[src/rtl/inst_loader_pkg.sv]
// Shared types and constants for the instruction-memory program loader.
package inst_loader_pkg;

    localparam int unsigned BYTE_W          = 8;
    localparam int unsigned WORD_W          = 32;
    localparam int unsigned COUNT_W         = 16;
    localparam int unsigned WORD_ADDR_SHIFT = 2;

    // Frame words arrive least-significant byte first.
    localparam bit FRAME_LSB_FIRST = 1'b1;

    typedef enum logic [2:0] {
        LEN0 = 3'd0,
        LEN1 = 3'd1,
        DATA = 3'd2,
        CSUM = 3'd3,
        FIN  = 3'd4,
        RUN  = 3'd5,
        ERRS = 3'd6
    } state_t;

endpackage

[src/rtl/inst_loader_pack.sv]
// Byte-to-word packer: collects four stream bytes and flags the completing byte.
module inst_loader_pack
    import inst_loader_pkg::*;
(
    input  logic              CLK,
    input  logic              RST,
    input  logic [BYTE_W-1:0] byte_in,
    input  logic              byte_en,
    output logic [WORD_W-1:0] word_c,
    output logic              word_valid_c
);

    logic [1:0]             idx_q;
    logic [WORD_W-BYTE_W-1:0] shift_q;
    logic [WORD_W-BYTE_W-1:0] shift_d;

    // The completing byte is merged combinationally so the word is usable on its own edge.
    always_comb begin
        if (FRAME_LSB_FIRST) begin
            shift_d = {byte_in, shift_q[WORD_W-BYTE_W-1:BYTE_W]};
            word_c  = {byte_in, shift_q};
        end else begin
            shift_d = {shift_q[WORD_W-2*BYTE_W-1:0], byte_in};
            word_c  = {shift_q, byte_in};
        end
        word_valid_c = byte_en && (idx_q == 2'd3);
    end

    always_ff @(posedge CLK or negedge RST) begin
        if (!RST) begin
            idx_q   <= 2'd0;
            shift_q <= '0;
        end else if (byte_en) begin
            idx_q   <= idx_q + 2'd1;
            shift_q <= shift_d;
        end
    end

endmodule

[src/rtl/inst_loader.sv]
// Program loader: framed byte stream to instruction-memory writes, holds the CPU until done.
// Optional trailing checksum word enabled by defining INST_LOADER_CSUM_EN.
module inst_loader
    import inst_loader_pkg::*;
#(
    parameter int unsigned DEPTH_WORDS = 64
) (
    input  logic              CLK,
    input  logic              RST,
    input  logic [BYTE_W-1:0] IN_BYTE,
    input  logic              IN_VALID,
    output logic              IN_READY,
    output logic              MEM_WE,
    output logic [WORD_W-1:0] MEM_ADDR,
    output logic [WORD_W-1:0] MEM_WDATA,
    output logic              CPU_HOLD,
    output logic              DONE,
    output logic              ERR
);

    state_t               state_q;
    state_t               state_d;
    logic [COUNT_W-1:0]   count_q;
    logic [COUNT_W-1:0]   count_full_c;
    logic [COUNT_W-1:0]   word_idx_q;
    logic                 accept_c;
    logic                 pack_en_c;
    logic [WORD_W-1:0]    word_c;
    logic                 word_valid_c;
`ifdef INST_LOADER_CSUM_EN
    logic [WORD_W-1:0]    csum_q;
`endif

    assign accept_c     = IN_VALID && IN_READY;
    assign count_full_c = {IN_BYTE, count_q[BYTE_W-1:0]};
`ifdef INST_LOADER_CSUM_EN
    assign pack_en_c    = accept_c && ((state_q == DATA) || (state_q == CSUM));
`else
    assign pack_en_c    = accept_c && (state_q == DATA);
`endif

    inst_loader_pack u_pack (
        .CLK          (CLK),
        .RST          (RST),
        .byte_in      (IN_BYTE),
        .byte_en      (pack_en_c),
        .word_c       (word_c),
        .word_valid_c (word_valid_c)
    );

    // Frame sequencing.
    always_comb begin
        state_d = state_q;
        case (state_q)
            LEN0: if (accept_c) state_d = LEN1;
            LEN1: begin
                if (accept_c) begin
                    if (count_full_c == '0) begin
`ifdef INST_LOADER_CSUM_EN
                        state_d = CSUM;
`else
                        state_d = FIN;
`endif
                    end else if (count_full_c > COUNT_W'(DEPTH_WORDS)) begin
                        state_d = ERRS;
                    end else begin
                        state_d = DATA;
                    end
                end
            end
            DATA: begin
                if (word_valid_c && (word_idx_q == count_q - COUNT_W'(1))) begin
`ifdef INST_LOADER_CSUM_EN
                    state_d = CSUM;
`else
                    state_d = FIN;
`endif
                end
            end
`ifdef INST_LOADER_CSUM_EN
            CSUM: if (word_valid_c) state_d = (word_c == csum_q) ? FIN : ERRS;
`endif
            FIN:  state_d = RUN;
            RUN:  state_d = RUN;
            ERRS: state_d = ERRS;
            default: state_d = ERRS;
        endcase
    end

    always_ff @(posedge CLK or negedge RST) begin
        if (!RST) begin
            state_q  <= LEN0;
            IN_READY <= 1'b1;
            CPU_HOLD <= 1'b1;
            DONE     <= 1'b0;
            ERR      <= 1'b0;
        end else begin
            state_q  <= state_d;
            IN_READY <= (state_d == LEN0) || (state_d == LEN1) ||
                        (state_d == DATA) || (state_d == CSUM);
            CPU_HOLD <= (state_d != RUN);
            DONE     <= (state_d == FIN);
            ERR      <= (state_d == ERRS);
        end
    end

    // Length latch, word addressing and memory write port.
    always_ff @(posedge CLK or negedge RST) begin
        if (!RST) begin
            count_q    <= '0;
            word_idx_q <= '0;
            MEM_WE     <= 1'b0;
            MEM_ADDR   <= '0;
            MEM_WDATA  <= '0;
`ifdef INST_LOADER_CSUM_EN
            csum_q     <= '0;
`endif
        end else begin
            MEM_WE <= 1'b0;
            if (accept_c && (state_q == LEN0)) count_q[BYTE_W-1:0] <= IN_BYTE;
            if (accept_c && (state_q == LEN1)) count_q[COUNT_W-1:BYTE_W] <= IN_BYTE;
            if ((state_q == DATA) && word_valid_c) begin
                MEM_WE     <= 1'b1;
                MEM_ADDR   <= WORD_W'(word_idx_q) << WORD_ADDR_SHIFT;
                MEM_WDATA  <= word_c;
                word_idx_q <= word_idx_q + COUNT_W'(1);
`ifdef INST_LOADER_CSUM_EN
                csum_q     <= csum_q + word_c;
`endif
            end
        end
    end

endmodule

[config.mk]
export PLATFORM = sky130hd
export DESIGN_NAME = inst_loader
export DESIGN_NICKNAME = d
export VERILOG_FILES = /design/src/rtl/inst_loader_pkg.sv /design/src/rtl/inst_loader_pack.sv /design/src/rtl/inst_loader.sv
export SDC_FILE = /design/constraint.sdc
export NUM_CORES = 1
export LEC_CHECK = 0
export CAP_MARGIN = 15
export CORE_MARGIN = 2
export CORE_UTILIZATION = 25
export CTS_CLUSTER_SIZE = 10
export DETAILED_ROUTE_END_ITERATION = 16
export RECOVER_POWER = 100
export SLEW_MARGIN = 20
export SYNTH_ARGS = -nofsm -noshare
export SYNTH_HDL_FRONTEND = slang
export SYNTH_SLANG_ARGS = --single-unit
[constraint.sdc]
create_clock -name CLK -period 4.3 [get_ports CLK]
set_input_delay 0.86 -clock CLK [delete_from_list [all_inputs] [get_ports CLK]]
set_output_delay 0.86 -clock CLK [all_outputs]
set_load 0.1 [all_outputs]
# Yosys cells after proc, flatten, opt, wreduce, memory -nomap -nowiden
# Index checks and enable logic that the tools add are counted.
[totals]
out_inout_bits = 69
regBits = 114
in_bits = 11
word_cells = 50
[classes]
eq_ne = 12
n_mux = 7
reduce_logical = 14
n_addsub = 3
n_lt_le_gt_ge = 1
[op_table]
columns = ["cell", "count"]
rows = [
  ["$add A16 B1 Y16 const B", 1],
  ["$eq A16 B16 Y1", 1],
  ["$gt A16 B7 Y1 const B", 1],
  ["$logic_not A16 Y1", 1],
  ["$sub A16 B1 Y16 const B", 1],
  ["$mux W3", 5],
  ["$eq A3 B3 Y1 const B", 4],
  ["$pmux W3 S4", 1],
  ["$eq A3 B2 Y1 const B", 3],
  ["$logic_and A1 B1 Y1", 7],
  ["$eq A3 B1 Y1 const B", 2],
  ["$logic_not A3 Y1", 2],
  ["$logic_or A1 B1 Y1", 3],
  ["$ne A3 B3 Y1 const B", 1],
  ["$add A2 B1 Y2 const B", 1],
  ["$eq A2 B2 Y1 const B", 1],
  ["$reduce_or A2 Y1", 1],
  ["$mux W1", 1],
]

# Logic depth before layout (Yosys ltp)
# Gate-level depths: netlist of run 1.
[logic_depth]
word_depth = 10
depth_mapped = 10

# Modules after synthesis
# Synthesis of run 1 repeated with hierarchy kept, for this count alone.
[unflattened]
hier_cells = 395
hier_area_um2 = 5253.8
[by_module_without_submodules]
columns = ["mod", "area_each_um2", "instances", "cells_per_inst", "seq_area_each_um2"]
rows = [
  ["inst_loader", 4115.2, 1, 330, 2204.6],
  ["inst_loader_pack", 1138.6, 1, 65, 650.6],
]

# Worst setup path before layout of run 1
# Ideal clock, no wire load.
[synth_timing]
kind = "register to register"
from = "reg count_q[0]"
to = "reg ERR"
arrival_ns = 2.361
t_required_ns = 4.175
n_path_buf = 1
setup_time_ns = 0.125
path_stages_with_launch = 10
slack_ns = 1.815
cell_sequence = "dfrtp_1 -> inv_1 -> ha_1 -> or4b_1 -> buf_2 -> o31a_1 -> a2111o_1 -> nor4_4 -> a21oi_1 -> nor3b_2"
[synth_between]
elab_chain_cells = 6
elab_cells_between_ends = 11
[synth_rtl]
columns = ["item", "line", "source"]
rows = [
  ["start: declaration", "inst_loader.sv:23", "logic [COUNT_W-1:0] count_q;"],
  ["start signal: assignment", "inst_loader.sv:110", "count_q <= '0;"],
  ["start signal: indexed assignment", "inst_loader.sv:120", "if (accept_c && (state_q == LEN0)) count_q[BYTE_W-1:0] <= IN_BYTE;"],
  ["start signal: indexed assignment", "inst_loader.sv:121", "if (accept_c && (state_q == LEN1)) count_q[COUNT_W-1:BYTE_W] <= IN_BYTE;"],
  ["$sub A16 B1 Y16", "inst_loader.sv:72", "if (word_valid_c && (word_idx_q == count_q - COUNT_W'(1))) begin"],
  ["$eq A16 B16 Y1", "inst_loader.sv:72", ""],
  ["$logic_and A1 B1 Y1", "inst_loader.sv:72", ""],
  ["$mux W3", "inst_loader.sv:72", ""],
  ["$pmux W3 S4 *", "inst_loader.sv:54", "case (state_q)"],
  ["net state_d[1]", "inst_loader.sv:22", "state_t state_d;"],
  ["$eq A3 B3 Y1 *", "inst_loader.sv:103", "ERR <= (state_d == ERRS);"],
  ["end signal: assignment", "inst_loader.sv:103", ""],
  ["end: declaration", "inst_loader.sv:18", "output logic ERR"],
]
# Mark *: on every way through the listed nets, which the timed path passes. The rest lies on a longest branch.
# A chain may end at the register's enable or synchronous reset.

# Worst setup path in the final report of run 1
[layout_timing]
from = "in IN_VALID"
to = "reg ERR"
[layout_between]
elab_chain_cells = 7
elab_cells_between_ends = 9
[layout_rtl]
columns = ["item", "line", "source"]
rows = [
  ["start: declaration", "inst_loader.sv:11", "input logic IN_VALID,"],
  ["$logic_and A1 B1 Y1 *", "inst_loader.sv:34", "assign accept_c = IN_VALID && IN_READY;"],
  ["$logic_and A1 B1 Y1", "inst_loader.sv:39", "assign pack_en_c = accept_c && (state_q == DATA);"],
  ["$logic_and A1 B1 Y1", "inst_loader_pack.sv:26", "word_valid_c = byte_en && (idx_q == 2'd3);"],
  ["$logic_and A1 B1 Y1", "inst_loader.sv:72", ""],
  ["$mux W3", "inst_loader.sv:72", ""],
  ["$pmux W3 S4 *", "inst_loader.sv:54", ""],
  ["$eq A3 B3 Y1 *", "inst_loader.sv:103", ""],
]
# Every way passes the cells marked *; elsewhere a longest branch is shown, timed or not.

==> results.md, run 1 <==
- Status: completed
- Clock tree skew after final layout: ~0.0077 ns
- Share of post-route cells with drive strength above 1: 0.272
- Final hold violation count: 0
- Number of nets with antenna violations after routing: 0
- Core Area: 0.0202 mm^2
- Logic gate share of total power: 0.120
- Util after Layout: 0.325
- Crit path max fanout: 21
- Post-DP HPWL: between 7 and 8 mm
- Maximum number of pins on one net before global-route repair: a little under 80
- Number of DRC violations after detailed-routing iteration 0: 127
- Average vias per placed instance: between 4 and 5
- Final wirelength: roughly 11 mm
- Port Buffer Count: 63
- Setup TNS: 0 ns
- DRC errors left: 0
- I/O pins: 80
- Number of instances in the synthesized netlist: between 300 and 400
- Global routing usage summed across all routing layers: 0.107
- Final slew viol count: 0
- Gr ovfl total: 0
- Total iterations of the first detailed-routing run: 4
- Type of element capturing the critical path: flop
- Final setup violation count: 0
- Reg-to-reg setup timing slack: between 1 and 1.5 ns
- Worst Setup Start Kind: input port
- R2r startpoint: count_q[0]$_DFFE_PN0P_
- Area added between synthesis and finish: 28.2%
- Proportion of register bits with asynchronous set or reset after synthesis: 1.00
- Top library cells by usage in the layout, fill and taps aside: 112 x dfrtp_1, 88 x mux2_2, 54 x dlygate4sd3_1
- Mux contribution to synthesized area: 0.195
- Fraction of the yosys area taken by sequential cells: 0.558
- Nets@finish: 476
- Internal Power: roughly 2.2 mW
- Initial antenna violation count: 0
- Post-layout instance count excluding filler cells: approximately 740
- Number of cell rows: 52
- Clk Tree Root Cell: clkbuf_16
- Floorplan die height: ~150 um
- Leakage power: 3.17 nW
- Total of flip-flops plus latches after synthesis: 114
- Req. time, crit path: 4.64 ns
- Max-slew headroom: 0.0507
- TritonCTS clock tree: yes
- Crit path DAT: between 3 and 4 ns
- Final min period: 3.27 ns
- Post-synthesis share of cell area spent on and, or, nand and nor gates: 0.108
- Via count: 3211
- Antenna cell count: 0
- Capture endpoint of the worst hold path: CPU_HOLD$_DFF_PN1_
- Worst hold path depth: 1
- Die ar.: approximately 0.022 mm^2
- Die Width: between 100 and 150 um
- Avg Synthesized Cell Area: 13.0 um^2
- Share of the clock period used by the worst path: 0.760
- Sequential share of power: 0.400
- Final worst hold slack: 0.477 ns
- Critical hold path startpoint: state_q[2]$_DFF_PN0_
- Sw frac: 0.260
- DR WL/cell: ~14 um
- Post-synthesis adder-cell area fraction: 0.00733
- Worst-Skew Late Latency: between 0.4 and 0.5 ns
- Unrepaired setup endpoints after global routing: no
- Number of global-route vias before repair: around 3400
- Fraction of synthesized cell area in xor and xnor cells: 0.0591
- Power density normalized to cell area: approximately 460 mW/mm^2
- Number of buffers on the longest clock path: 2
- Maximum capacitance violations: 0
- Share of the synthesized area in compound gates (AO/OA/AOI/OAI): 0.0298
- Total standard cell area after synthesis: roughly 0.005 mm^2
- Cts bufs inserted: 17
- Leading register cell type out of synthesis: dfrtp_1
- Path type of the worst setup path: in2reg
- Total number of H-tree levels: 4
- Achievable clock frequency: around 310 MHz
- Hold crit path type: reg2reg
- Tightest Pin Transition: roughly 1.4 ns
- Clock Sinks: between 100 and 150
- Number of synthesized flops with an enable pin: 0
- Worst R2R Path Depth: 8
- Maximum ir drop on the vdd rail: about 0.00022 V
- Cells resized by post-CTS repair: 0
- Clock slew at the register clock pins of the worst setup and hold paths: roughly 0.050 ns
- Post-CTS Setup Inserts: 0
- Wire length of the first global-routing pass: 18.1 mm
- Main combinational cell family by area after synthesis: multiplexers
- Cell count after placement: 712
- CTS Hold Bufs: 0
- Part of the total power dissipated in the clock network: 0.480
- Most common cell after layout, fill and taps aside: dfrtp_1
- Initial Utilization: 0.254
- Final Wtd Congestion: between 0.7 and 0.8
- Number of synthesis warnings: 0
- Switching power total: between 0.7 and 0.8 mW
- Unique cell type count in the Yosys netlist: 54
- End of the worst register-to-register path: ERR$_DFF_PN0_
sequential cells by signal, indices dropped and copies added, names as in the netlist:
register,flops
MEM_ADDR,16
u_pack.shift_q,24
MEM_WDATA,32
DONE,1
IN_READY,1
ERR,1
count_q,16
word_idx_q,16
u_pack.idx_q,2
state_q,3
CPU_HOLD,1
MEM_WE,1
layout make-up:
cell class | instances | area (um^2)
multi-input cells | 257 | 2090
well taps | 270 | 338
inverters | 5 | 18.8
repair buffers | 67 | 649
clock buffers | 20 | 447
clock inverters | 11 | 161
flip-flops and latches | 114 | 2860
fillers | 2025 | 13600
worst max path at each step:
stage | from | to | slack [ns] | cells past startpoint
after floorplan | count_q[0]$_DFFE_PN0P_ | ERR$_DFF_PN0_ | 1.81 | 9
after global placement | IN_VALID | ERR$_DFF_PN0_ | 1.02 | 8
after detailed placement | IN_VALID | ERR$_DFF_PN0_ | 0.95 | 8
after CTS | IN_READY$_DFF_PN1_ | IN_READY | 1.30 | 1
after global routing | IN_VALID | ERR$_DFF_PN0_ | 0.80 | 8
final | IN_VALID | ERR$_DFF_PN0_ | 1.03 | 8
critical path, stage by stage:
cell and delay, ns:
dlygate4sd3_1 0.59, nand4bb_1 0.21, nor2_4 0.57, nand3_1 0.15, nand4b_1 0.19, nor4_1 0.53, a21boi_0 0.29, nor3b_2 0.21
power by group through the flow:
stage               Sequential, mW  Clock, mW  Combinational, mW
floorplan                     1.22          0              0.282
global placement              1.22          0              0.363
detailed placement            1.22          0              0.371
CTS                           1.20       1.48              0.373
global route                  1.21       1.54              0.390
finish                        1.20       1.45              0.361
through the flow:
step | setup WS, ns | area, um^2 | power (mW)
after detailed placement | 0.951 | 5980 | 1.59
after global routing | 0.797 | 6560 | 3.14
after global placement | 1.02 | 5980 | 1.58
final | 1.03 | 6560 | 3.01
after floorplan | 1.81 | 5180 | 1.51
after CTS | 1.30 | 6590 | 3.05
cells in the mapped netlist, types with 2 or more instances:
master / number / area share
a211oi_1: 2 / 0.0029
a21oi_1: 4 / 0.0039
and2_1: 2 / 0.0024
and3_1: 3 / 0.0037
buf_2: 2 / 0.0020
buf_4: 16 / 0.023
clkbuf_1: 14 / 0.010
dfrtp_1: 112 / 0.55
dfstp_2: 2 / 0.010
ha_1: 3 / 0.0073
inv_1: 5 / 0.0037
mux2_2: 88 / 0.19
nand2_1: 21 / 0.015
nand2b_1: 3 / 0.0037
nand3_1: 8 / 0.0078
nand3b_1: 3 / 0.0044
nand4_1: 7 / 0.0086
nor2_1: 16 / 0.012
nor3_1: 5 / 0.0049
nor3b_1: 2 / 0.0029
nor4_1: 7 / 0.0086
nor4b_1: 3 / 0.0051
o21ai_0: 4 / 0.0039
or2_2: 2 / 0.0024
or4_1: 2 / 0.0029
xnor2_1: 21 / 0.036
xor2_1: 11 / 0.019
per-layer routing:
metal	track usage	vias up	wire length, um	share of wire
met1	0.127	1618	4760	0.44
li1	-	1503	-	-
met4	0.0471	0	217	0.020
met3	0.0317	17	414	0.038
met2	0.179	73	5380	0.50
met5	0	-	0	0
cells by family after synthesis:
group	after synthesis
muxes	89
AOI/OAI and AO/OA	21
other	1
adders and majority gates	3
buffers and inverters	39
DFF	114
and+or+nand+nor	95
xor gates and xnor gates	33
(Power assumes the default switching activity.)
==> run 2, diff against run 1 <==
Clock period 4.3 ns to 2.95 ns, I/O delays scaled along.
==> run 2 against run 1 <==
  * Total power is 37% higher
  * Wire length is 3.9% higher
  * Sequential power is 46% higher
  * Non-clock buffer count is 14 higher
  * Critical path depth stayed put
  * Global-route usage is 0.21 points higher
  * Combinational power is 53% higher
  * Die area stayed put
  * Clock power is 26% higher
  * Count of clock-buffer cells in the layout is 2 higher
  * Register-to-register slack worse by 1.0 ns
  * Cell count is 2.0% higher
==> results.md, run 2 (synthesized netlist as in run 1, its figures left out) <==
- Die Width: 147 um (unchanged)
- Final slew viol count: 0 (unchanged)
- Flip-flop count of the largest register, all copies and words added: 32 (unchanged)
- Core Area: 0.0202 mm^2 (unchanged)
- Worst Setup Start Kind: flop (was input port)
- Number of cell rows: 52 (unchanged)
- Cells resized by post-CTS repair: 0 (unchanged)
- Maximum capacitance violations: 0 (unchanged)
- Registers with the highest flip-flop counts: MEM_WDATA x32, u_pack.shift_q x24 (unchanged)
- Status: completed (unchanged)
- Tightest Pin Transition: 1.23 ns (was 1.42 ns)
- Achievable clock frequency: between 300 and 400 MHz
- Placement-stage worst setup slack: -0.156 ns (was 0.951 ns)
- Worst path setup slack after routing: 0.205 ns (was 1.03 ns)
- Average vias per placed instance: 4.34 (was 4.32)
- Global routing usage summed across all routing layers: 0.109 (was 0.107)
- Cts bufs inserted: 17 (unchanged)
- Hold crit path type: in2async (was reg2reg)
- Gr ovfl total: 0 (unchanged)
- Crit path max fanout: 6 (was 21)
- Total iterations of the first detailed-routing run: 4 (unchanged)
- Area added between synthesis and finish: 22.2% (was 28.2%)
- DRC errors left: 0 (unchanged)
- Top library cells by usage in the layout, fill and taps aside: 112 x dfrtp_1, 88 x mux2_2, 59 x clkbuf_1 (was 112 x dfrtp_1, 88 x mux2_2, 54 x dlygate4sd3_1)
- Path type of the worst setup path: reg2reg (was in2reg)
- End of the worst register-to-register path: ERR$_DFF_PN0_ (unchanged)
- Final Wtd Congestion: 0.822 (was 0.782)
- Final wirelength: 11.2 mm (was 10.8 mm)
- CTS Hold Bufs: 0 (unchanged)
- Number of buffers on the longest clock path: 2 (unchanged)
- Crit path DAT: 3.04 ns (was 3.60 ns)
- Post-DP HPWL: 8.16 mm (was 7.54 mm)
- Type of element capturing the critical path: flop (unchanged)
- FILL cells: 2087 (was 2025)
- Maximum number of pins on one net before global-route repair: 48 (was 78)
- Leakage power: 2.89 nW (was 3.17 nW)
- I/O pins: 80 (unchanged)
- Share of the clock period used by the worst path: 0.931
- Final hold violation count: 0 (unchanged)
- Wire length of the first global-routing pass: 18.2 mm (was 18.1 mm)
- Share of post-route cells with drive strength above 1: 0.290 (was 0.272)
- Nets@finish: 490 (was 476)
- Final min period: about 2.7 ns
- Via count: 3291 (was 3211)
- Reg-to-reg setup timing slack: 0.21 ns (was 1.22 ns)
- Post-CTS Setup Inserts: 0 (unchanged)
- Port Buffer Count: 63 (unchanged)
- R2r startpoint: count_q[0]$_DFFE_PN0P_ (unchanged)
- Power after layout: 4.12 mW (was 3.01 mW)
- Number of global-route vias before repair: 3453 (was 3428)
- Clock tree skew after final layout: 0.00761 ns (was 0.00769 ns)
- Clock slew at the register clock pins of the worst setup and hold paths: 0.05 ns (about the same)
- Number of nets with antenna violations after routing: 0 (unchanged)
- Clock Sinks: 114 (unchanged)
- Power density normalized to cell area: 659 mW/mm^2 (was 459 mW/mm^2)
- Final setup violation count: 0 (unchanged)
- Total number of H-tree levels: 4 (unchanged)
- Post-layout instance count excluding filler cells: 759 (was 744)
- Most common cell after layout, fill and taps aside: dfrtp_1 (unchanged)
- Req. time, crit path: 3.24 ns (was 4.64 ns)
- Worst-Skew Late Latency: 0.41 ns (about the same)
- Initial Utilization: 0.254 (unchanged)
- DR WL/cell: 14.7 um (was 14.5 um)
- Initial antenna violation count: 0 (unchanged)
- Die ar.: 0.0216 mm^2 (unchanged)
- Maximum ir drop on the vdd rail: 0.000385 V (was 0.000220 V)
- Clk Tree Root Cell: clkbuf_16 (unchanged)
- Worst R2R Path Depth: 8 (unchanged)
- Max-slew headroom: 0.182 (was 0.0507)
- Number of DRC violations after detailed-routing iteration 0: 174 (was 127)
- Unrepaired setup endpoints after global routing: no (unchanged)
- Antenna cell count: 0 (unchanged)
- Biggest register: MEM_WDATA (unchanged)
- Floorplan die height: 147 um (unchanged)
- TritonCTS clock tree: yes (unchanged)
- Cell count after placement: 727 (was 712)
[run 2: critical path, stage by stage, from the launching register on]
cell	delay, ns
dfrtp_1	0.40
inv_1	0.09
ha_1	0.26
or4b_1	0.59
o31a_1	0.33
a2111o_1	0.33
nor4_4	0.32
a21oi_1	0.13
nor3b_2	0.17
[run 2: per-stage QoR]
stage	setup TNS [ns]	area, um^2	hold WS, ns	utilization
floorplan	0	5180	0.294	-
global placement	-0.208	5970	0.468	0.296
detailed placement	-0.362	5970	0.473	0.296
CTS	0	6500	0.207	0.322
global route	0	6260	0.502	0.310
finish	0	6260	0.417	0.310
[run 2: layout make-up]
| cell class | instances | area, um^2 | share of cell area |
|---|---|---|---|
| inverters | 5 | 18.8 | 0.00300 |
| clock buffers | 22 | 474 | 0.0758 |
| clock inverters | 10 | 61.3 | 0.00980 |
| well taps | 270 | 338 | 0.0540 |
| repair buffers | 81 | 404 | 0.0646 |
| multi-input cells | 257 | 2110 | 0.337 |
| flip-flops and latches | 114 | 2860 | 0.456 |
[run 2: where the power goes]
| group | switching, mW | internal, mW | total (mW) |
|---|---|---|---|
| sequential | 0.104 | 1.64 | 1.75 |
| clock | 0.693 | 1.13 | 1.82 |
| combinational | 0.363 | 0.191 | 0.554 |
[run 2: metal layers]
metal | GRT usage | part of all wire | up-vias
met5 | 0 | 0 | -
met4 | 0.0505 | 0.026 | 0
met3 | 0.0335 | 0.039 | 20
met2 | 0.181 | 0.49 | 82
met1 | 0.129 | 0.44 | 1662
li1 | - | - | 1527
[run 2: worst max path at each step]
stage / startpoint / to
after floorplan: count_q[0]$_DFFE_PN0P_ / ERR$_DFF_PN0_
after global placement: IN_BYTE[2] / ERR$_DFF_PN0_
after detailed placement: IN_BYTE[2] / ERR$_DFF_PN0_
after CTS: count_q[0]$_DFFE_PN0P_ / ERR$_DFF_PN0_
after global routing: count_q[0]$_DFFE_PN0P_ / ERR$_DFF_PN0_
final: count_q[0]$_DFFE_PN0P_ / ERR$_DFF_PN0_
==> run 3, diff against run 2 <==
Settings changed: CORE_UTILIZATION 25 to 40, SLEW_MARGIN 20 to unset.
==> run 3 against run 2 <==
  * The run now ends with capacitance limit, slew limit left
  * Sequential power about the same
  * Die area decreased by 37%
  * Total power increased by 6.6%
  * Combinational power decreased by 2%
  * Utilization increased by 18 points
  * Cell count decreased by 13%
  * Critical endpoint unchanged
  * Largest power group unchanged
==> results.md, run 3 (synthesized netlist as in run 1, its figures left out) <==
- Worst-Skew Late Latency: 0.41 ns (about the same)
- Logic gate share of total power: 0.123 (was 0.134)
- Final setup violation count: 0 (unchanged)
- Cts bufs inserted: 17 (unchanged)
- FILL cells: 1146 (was 2087)
- Clock slew at the register clock pins of the worst setup and hold paths: 0.05 ns (about the same)
- Power density normalized to cell area: 708 mW/mm^2 (was 659 mW/mm^2)
- Unrepaired setup endpoints after global routing: no (unchanged)
- Core Area: 0.0126 mm^2 (was 0.0202 mm^2)
- Maximum ir drop on the vdd rail: 0.000307 V (was 0.000385 V)
- I/O pins: 80 (unchanged)
- Util after Layout: 0.494 (was 0.310)
- Number of global-route vias before repair: 3302 (was 3453)
- Nets@finish: 488 (was 490)
- Clock Sinks: 114 (unchanged)
- Part of the total power dissipated in the clock network: 0.478 (was 0.442)
- Antenna cell count: 0 (unchanged)
- Number of nets with antenna violations after routing: 0 (unchanged)
- Final worst hold slack: 0.467 ns (was 0.417 ns)
- Final Wtd Congestion: 0.848 (was 0.822)
- Critical hold path startpoint: state_q[2]$_DFF_PN0_
- Post-layout instance count excluding filler cells: 658 (was 759)
- CP startpoint: count_q[0]$_DFFE_PN0P_ (unchanged)
- Wire length of the first global-routing pass: 16.7 mm (was 18.2 mm)
- Port Buffer Count: 63 (unchanged)
- Crit path DAT: 2.94 ns (was 3.04 ns)
- Sequential share of power: 0.399 (was 0.424)
- Top library cells by usage in the layout, fill and taps aside: 112 x dfrtp_1, 88 x mux2_2, 61 x clkbuf_1 (was 112 x dfrtp_1, 88 x mux2_2, 59 x clkbuf_1)
- Post-CTS Setup Inserts: 0 (unchanged)
- Number of buffers on the longest clock path: 2 (unchanged)
- Cell class contributing the biggest share of worst-path delay: simple AND/OR/NAND/NOR gates (unchanged)
- Crit path max fanout: 6 (unchanged)
- Hold crit path type: reg2reg (was in2async)
- Average vias per placed instance: 4.96 (was 4.34)
- Initial Utilization: 0.407 (was 0.254)
- CTS Hold Bufs: 0 (unchanged)
- Post-DP HPWL: 7.22 mm (was 8.16 mm)
- Highest cell delay on the worst timing path: 0.51 ns (was 0.59 ns)
- R2r startpoint: count_q[0]$_DFFE_PN0P_ (unchanged)
- Maximum capacitance violations: 1 (was 0)
- Most common cell after layout, fill and taps aside: dfrtp_1 (unchanged)
- Violations in the final reports: capacitance limit, slew limit
- Number of cell rows: 41 (was 52)
- Die ar.: 0.0137 mm^2 (was 0.0216 mm^2)
- Placement-stage worst setup slack: 0.108 ns (was -0.156 ns)
- Internal Power: 3.25 mW (was 2.96 mW)
- Cell at the slowest stage of the critical path: or4b_1 (unchanged)
- Total number of H-tree levels: 4 (unchanged)
- Share of post-route cells with drive strength above 1: 0.280 (was 0.290)
- Area added between synthesis and finish: 21.2% (was 22.2%)
- Gr ovfl total: 0 (unchanged)
- Final wirelength: 10.3 mm (was 11.2 mm)
- Ordered list of cells on the worst path: inv_1 -> ha_1 -> or4b_1 -> clkbuf_1 -> nor2_1 -> xnor2_1 -> a21oi_1 -> a211oi_1 -> a21boi_1 -> nor3b_2 (was inv_1 -> ha_1 -> or4b_1 -> o31a_1 -> a2111o_1 -> nor4_4 -> a21oi_1 -> nor3b_2)
- Sw frac: 0.260 (was 0.281)
- Initial antenna violation count: 0 (unchanged)
- Cell count after placement: 627 (was 727)
- Type of element capturing the critical path: flop (unchanged)
- Req. time, crit path: 3.23 ns (was 3.24 ns)
- Power after layout: 4.39 mW (was 4.12 mW)
- Floorplan die height: 117 um (was 147 um)
- Registers with the highest flip-flop counts: MEM_WDATA x32, u_pack.shift_q x24 (unchanged)
- Number of DRC violations after detailed-routing iteration 0: 122 (was 174)
- Achievable clock frequency: 377 MHz (was 364 MHz)
- Final instance area: 0.00621 mm^2 (was 0.00626 mm^2)
- Total iterations of the first detailed-routing run: 4 (unchanged)
- Cells resized by post-CTS repair: 0 (unchanged)
- Clk Tree Root Cell: clkbuf_16 (unchanged)
- Final slew viol count: 36 (was 0)
- Die Width: 117 um (was 147 um)
- Worst Setup Start Kind: flop (unchanged)
- Flip-flop count of the largest register, all copies and words added: 32 (unchanged)
- Setup TNS: 0 ns (unchanged)
- Share of the clock period used by the worst path: 0.900 (was 0.931)
- Maximum number of pins on one net before global-route repair: 54 (was 48)
- DRC errors left: 0 (unchanged)
- Final min period: 2.66 ns (was 2.74 ns)
- Switching power total: 1.14 mW (was 1.16 mW)
- Worst path setup slack after routing: 0.294 ns (was 0.205 ns)
- Global routing usage summed across all routing layers: 0.165 (was 0.109)
- Final hold violation count: 0 (unchanged)
- Leakage power: 2.91 nW (was 2.89 nW)
- Via count: 3261 (was 3291)
- DR WL/cell: 15.7 um (was 14.7 um)
- TritonCTS clock tree: yes (unchanged)
- Clock tree skew after final layout: 0.00521 ns (was 0.00761 ns)
- Biggest register: MEM_WDATA (unchanged)
- Buffers & Inverters on Critical Path: 2 (was 1)
- Path type of the worst setup path: reg2reg (unchanged)
- Status: complete, but fails checks (was completed)
- Tightest Pin Transition: 1.80 ns (was 1.23 ns)
- Max-slew headroom: -0.200 (was 0.182)
- Placement-stage cell area: 0.00584 mm^2 (was 0.00597 mm^2)
## run 3: changes by cell type in the layout (fill, tap and decap cells not counted), sizes merged
cell      previous run  this run
clkbuf              84        81
clkinv               7         4
bufinv               0         4
clkinvlp             3         2
## run 3: metal layers
metal | routed length, um | vias to the layer above | track usage
met2 | 4880 | 76 | 0.251
met5 | 0 | - | 0
met4 | 221 | 0 | 0.0729
met1 | 4790 | 1638 | 0.217
met3 | 407 | 20 | 0.0525
li1 | - | 1527 | -
## run 3: area by class of cell
class                           instances  area (um^2)  share of cell area
Tap cell                              172          215              0.0347
Inverter                                5         18.8             0.00302
Clock inverter                         10          159              0.0256
Timing Repair Buffer                   79          408              0.0657
Multi-Input combinational cell        257         2100               0.339
Sequential cell                       114         2860               0.460
Clock buffer                           21          450              0.0726
## run 3: power groups by stage
stage	combinational (mW)	clock [mW]	sequential (mW)
2_1_floorplan	0.410	0	1.79
3_3_place_gp	0.546	0	1.78
3_5_place_dp	0.554	0	1.78
4_1_cts	0.557	2.16	1.75
5_1_grt	0.588	2.24	1.77
6_report	0.541	2.10	1.75
## run 3: final timing paths
check | endpoint | slack, ns | cells past startpoint
worst max-delay path | ERR$_DFF_PN0_ | 0.29 | 10
max in group asynchronous | MEM_ADDR[8]$_DFFE_PN0P_ | 0.67 | 2
worst min register to register | CPU_HOLD$_DFF_PN1_ | 0.47 | 1
min in group asynchronous | MEM_WDATA[4]$_DFFE_PN0P_ | 0.66 | 1
worst min-delay path | CPU_HOLD$_DFF_PN1_ | 0.47 | 1
worst max register to register | ERR$_DFF_PN0_ | 0.29 | 10
==> patch: new RTL, settings of run 2 <==
Add a define of `INST_LOADER_CSUM_EN`.
--- a/src/rtl/inst_loader.sv
+++ b/src/rtl/inst_loader.sv
@@ -1,5 +1,7 @@
 // Program loader: framed byte stream to instruction-memory writes, holds the CPU until done.
 // Optional trailing checksum word enabled by defining INST_LOADER_CSUM_EN.
+`define INST_LOADER_CSUM_EN
+
 module inst_loader
     import inst_loader_pkg::*;
 #(
Function: changed (a bounded check fails within 4 cycles, from zero or initial values and one cycle with RST low).
==> patch against run 2 <==
  * Sequential cell count rose by 32
  * Total power rose by 150%
  * Final area rose by 48%
  * Highest routed layer unchanged
  * Count of clock-buffer cells in the layout fell by 4
  * Setup slack got worse by 0.022 ns
  * Largest cell class is now multi-input gates
  * Critical path depth rose by 2
  * Non-clock buffer count rose by 18
  * Core utilization fell by 0.90 points
  * Synthesized area rose by 53%
  * Cell count rose by 72%
  * Wire length rose by 79%
  * Worst hold slack improved by 0.030 ns
==> patch: results (changes against run 2) <==
Parameter                              Value

Floorplan
  Core box area    30700 um^2 (was 20200 um^2)

Timing
  Worst clock skew    0.00733 ns (was 0.00761 ns)
  Headroom to the max-slew limit    0.0383 (was 0.182)
  Final hold slack    0.447 ns (was 0.417 ns)

Logic synthesis
  Number of standard cells after synthesis    817 (was 395)
  Cells taking the most area after synthesis    dfrtp_1, nand2_1, mux2_2 (was dfrtp_1, mux2_2, xnor2_1)
  Yosys cell types    63 (was 54)
  Most numerous cell types in the synthesized netlist    nand2_1, dfrtp_1, mux2_2, xnor2_1, ha_1 (was dfrtp_1, mux2_2, nand2_1, xnor2_1)
  Sequential-to-total area share from yosys stat    0.467 (was 0.558)
  Count of flip-flops with a built-in enable after synthesis    0 (unchanged)

Route
  Routed vias    6019 (was 3291)
  Ratio of routed vias to standard cells    4.60 (was 4.34)
  1st-pass router iterations    5 (was 4)
  Violation count after the first detailed-routing iteration    328 (was 174)
  Routed length per instance    15.4 um (was 14.7 um)

Finish
  Largest registers in the final layout    MEM_WDATA x32, csum_q x32, u_pack.shift_q x24 (was MEM_WDATA x32, u_pack.shift_q x24)
  Filler Cell Count    3236 (was 2087)
  Final core utilization    0.301 (was 0.310)
  Net count reported at finish    945 (was 490)
  Share of layout cells above drive strength 1    0.129 (was 0.290)

Worst setup path
  Delay of the slowest cell on the worst path    0.47 ns (was 0.59 ns)
  R2R setup slack    0.18 ns (was 0.21 ns)
  Top delay family on crit path    compound AO/OA/AOI/OAI gates (was simple AND/OR/NAND/NOR gates)
  Worst Reg2Reg Path Length in Cells    10 (was 8)
  Endpoint arrival time on the critical path    3.06 ns (was 3.04 ns)

Clock tree
  Clock transition at the registers of the reported paths    0.07 ns (was 0.05 ns)
  Clock network latency to the later pin of the worst-skew pair    0.43 ns (was 0.41 ns)

Global routing
  Vias in the first global route    5823 (was 3453)
  Overall routing resource usage    0.127 (was 0.109)
  Global-route wire length before repair    33.0 mm (was 18.2 mm)

Place
  Setup Slack @ Placement    0.0179 ns (was -0.156 ns)
  Detailed placement HPWL    14.7 mm (was 8.16 mm)
  Standard cell area after detailed placement    8930 um^2 (was 5970 um^2)
  Placer's final routability congestion estimate    0.883 (was 0.822)

Power
  Peak ir drop on the vdd network    486 uV (was 385 uV)
  Leakage dissipation    4.32 nW (was 2.89 nW)

Status
  Outcome    finished clean (unchanged)
patch: cell types whose count changed after synthesis, sizes merged, moves of 13 or more:
cell and change:
nand2 +182, o21ai +45, mux2 -44, dfrtp +32, ha +31, a21oi +29
xnor2 +23, clkbuf +17, a21o +16, xor2 +13
patch: cell families after synthesis:
| kind of cell | after synthesis | synth area share |
|---|---|---|
| fa+ha+maj | 35 | 0.0569 |
| flops | 146 | 0.467 |
| other cells | 1 | 0.000479 |
| buf+inv | 67 | 0.0401 |
| xor+xnor | 68 | 0.0761 |
| mux | 45 | 0.0646 |
| compound gates | 143 | 0.114 |
| simple gates | 312 | 0.181 |
patch: path summary, 6_finish.rpt:
path,start,endpoint
hold reg to reg,MEM_ADDR[8],MEM_ADDR[8]
setup / recovery,u_pack.shift_q[11],csum_q[30]
hold / removal,RST,MEM_WE
min in group CLK,MEM_ADDR[8],MEM_ADDR[8]
max in group asynchronous,RST,csum_q[11]
setup reg to reg,u_pack.shift_q[11],csum_q[30]
patch: per-layer routing:
layer  share of wire  up-vias  global-route usage
li1                -     2947                   -
met1            0.50     2935               0.181
met2            0.45      117               0.196
met3           0.034       20              0.0230
met4           0.011        0              0.0329
met5               0        -                   0
patch: power by group:
group | internal (mW) | switching, mW | leakage [nW]
clock | 1.28 | 0.908 | 0.284
sequential | 2.54 | 0.382 | 1.87
combinational | 1.42 | 3.73 | 2.17
patch: final cells by class:
class                   instances  share of cell area
clock buffers                  18              0.0475
repair buffers                 99              0.0588
multi-input cells             619               0.422
well taps                     396              0.0536
flip-flops and latches        146               0.396
clock inverters                14              0.0163
inverters                      16             0.00650
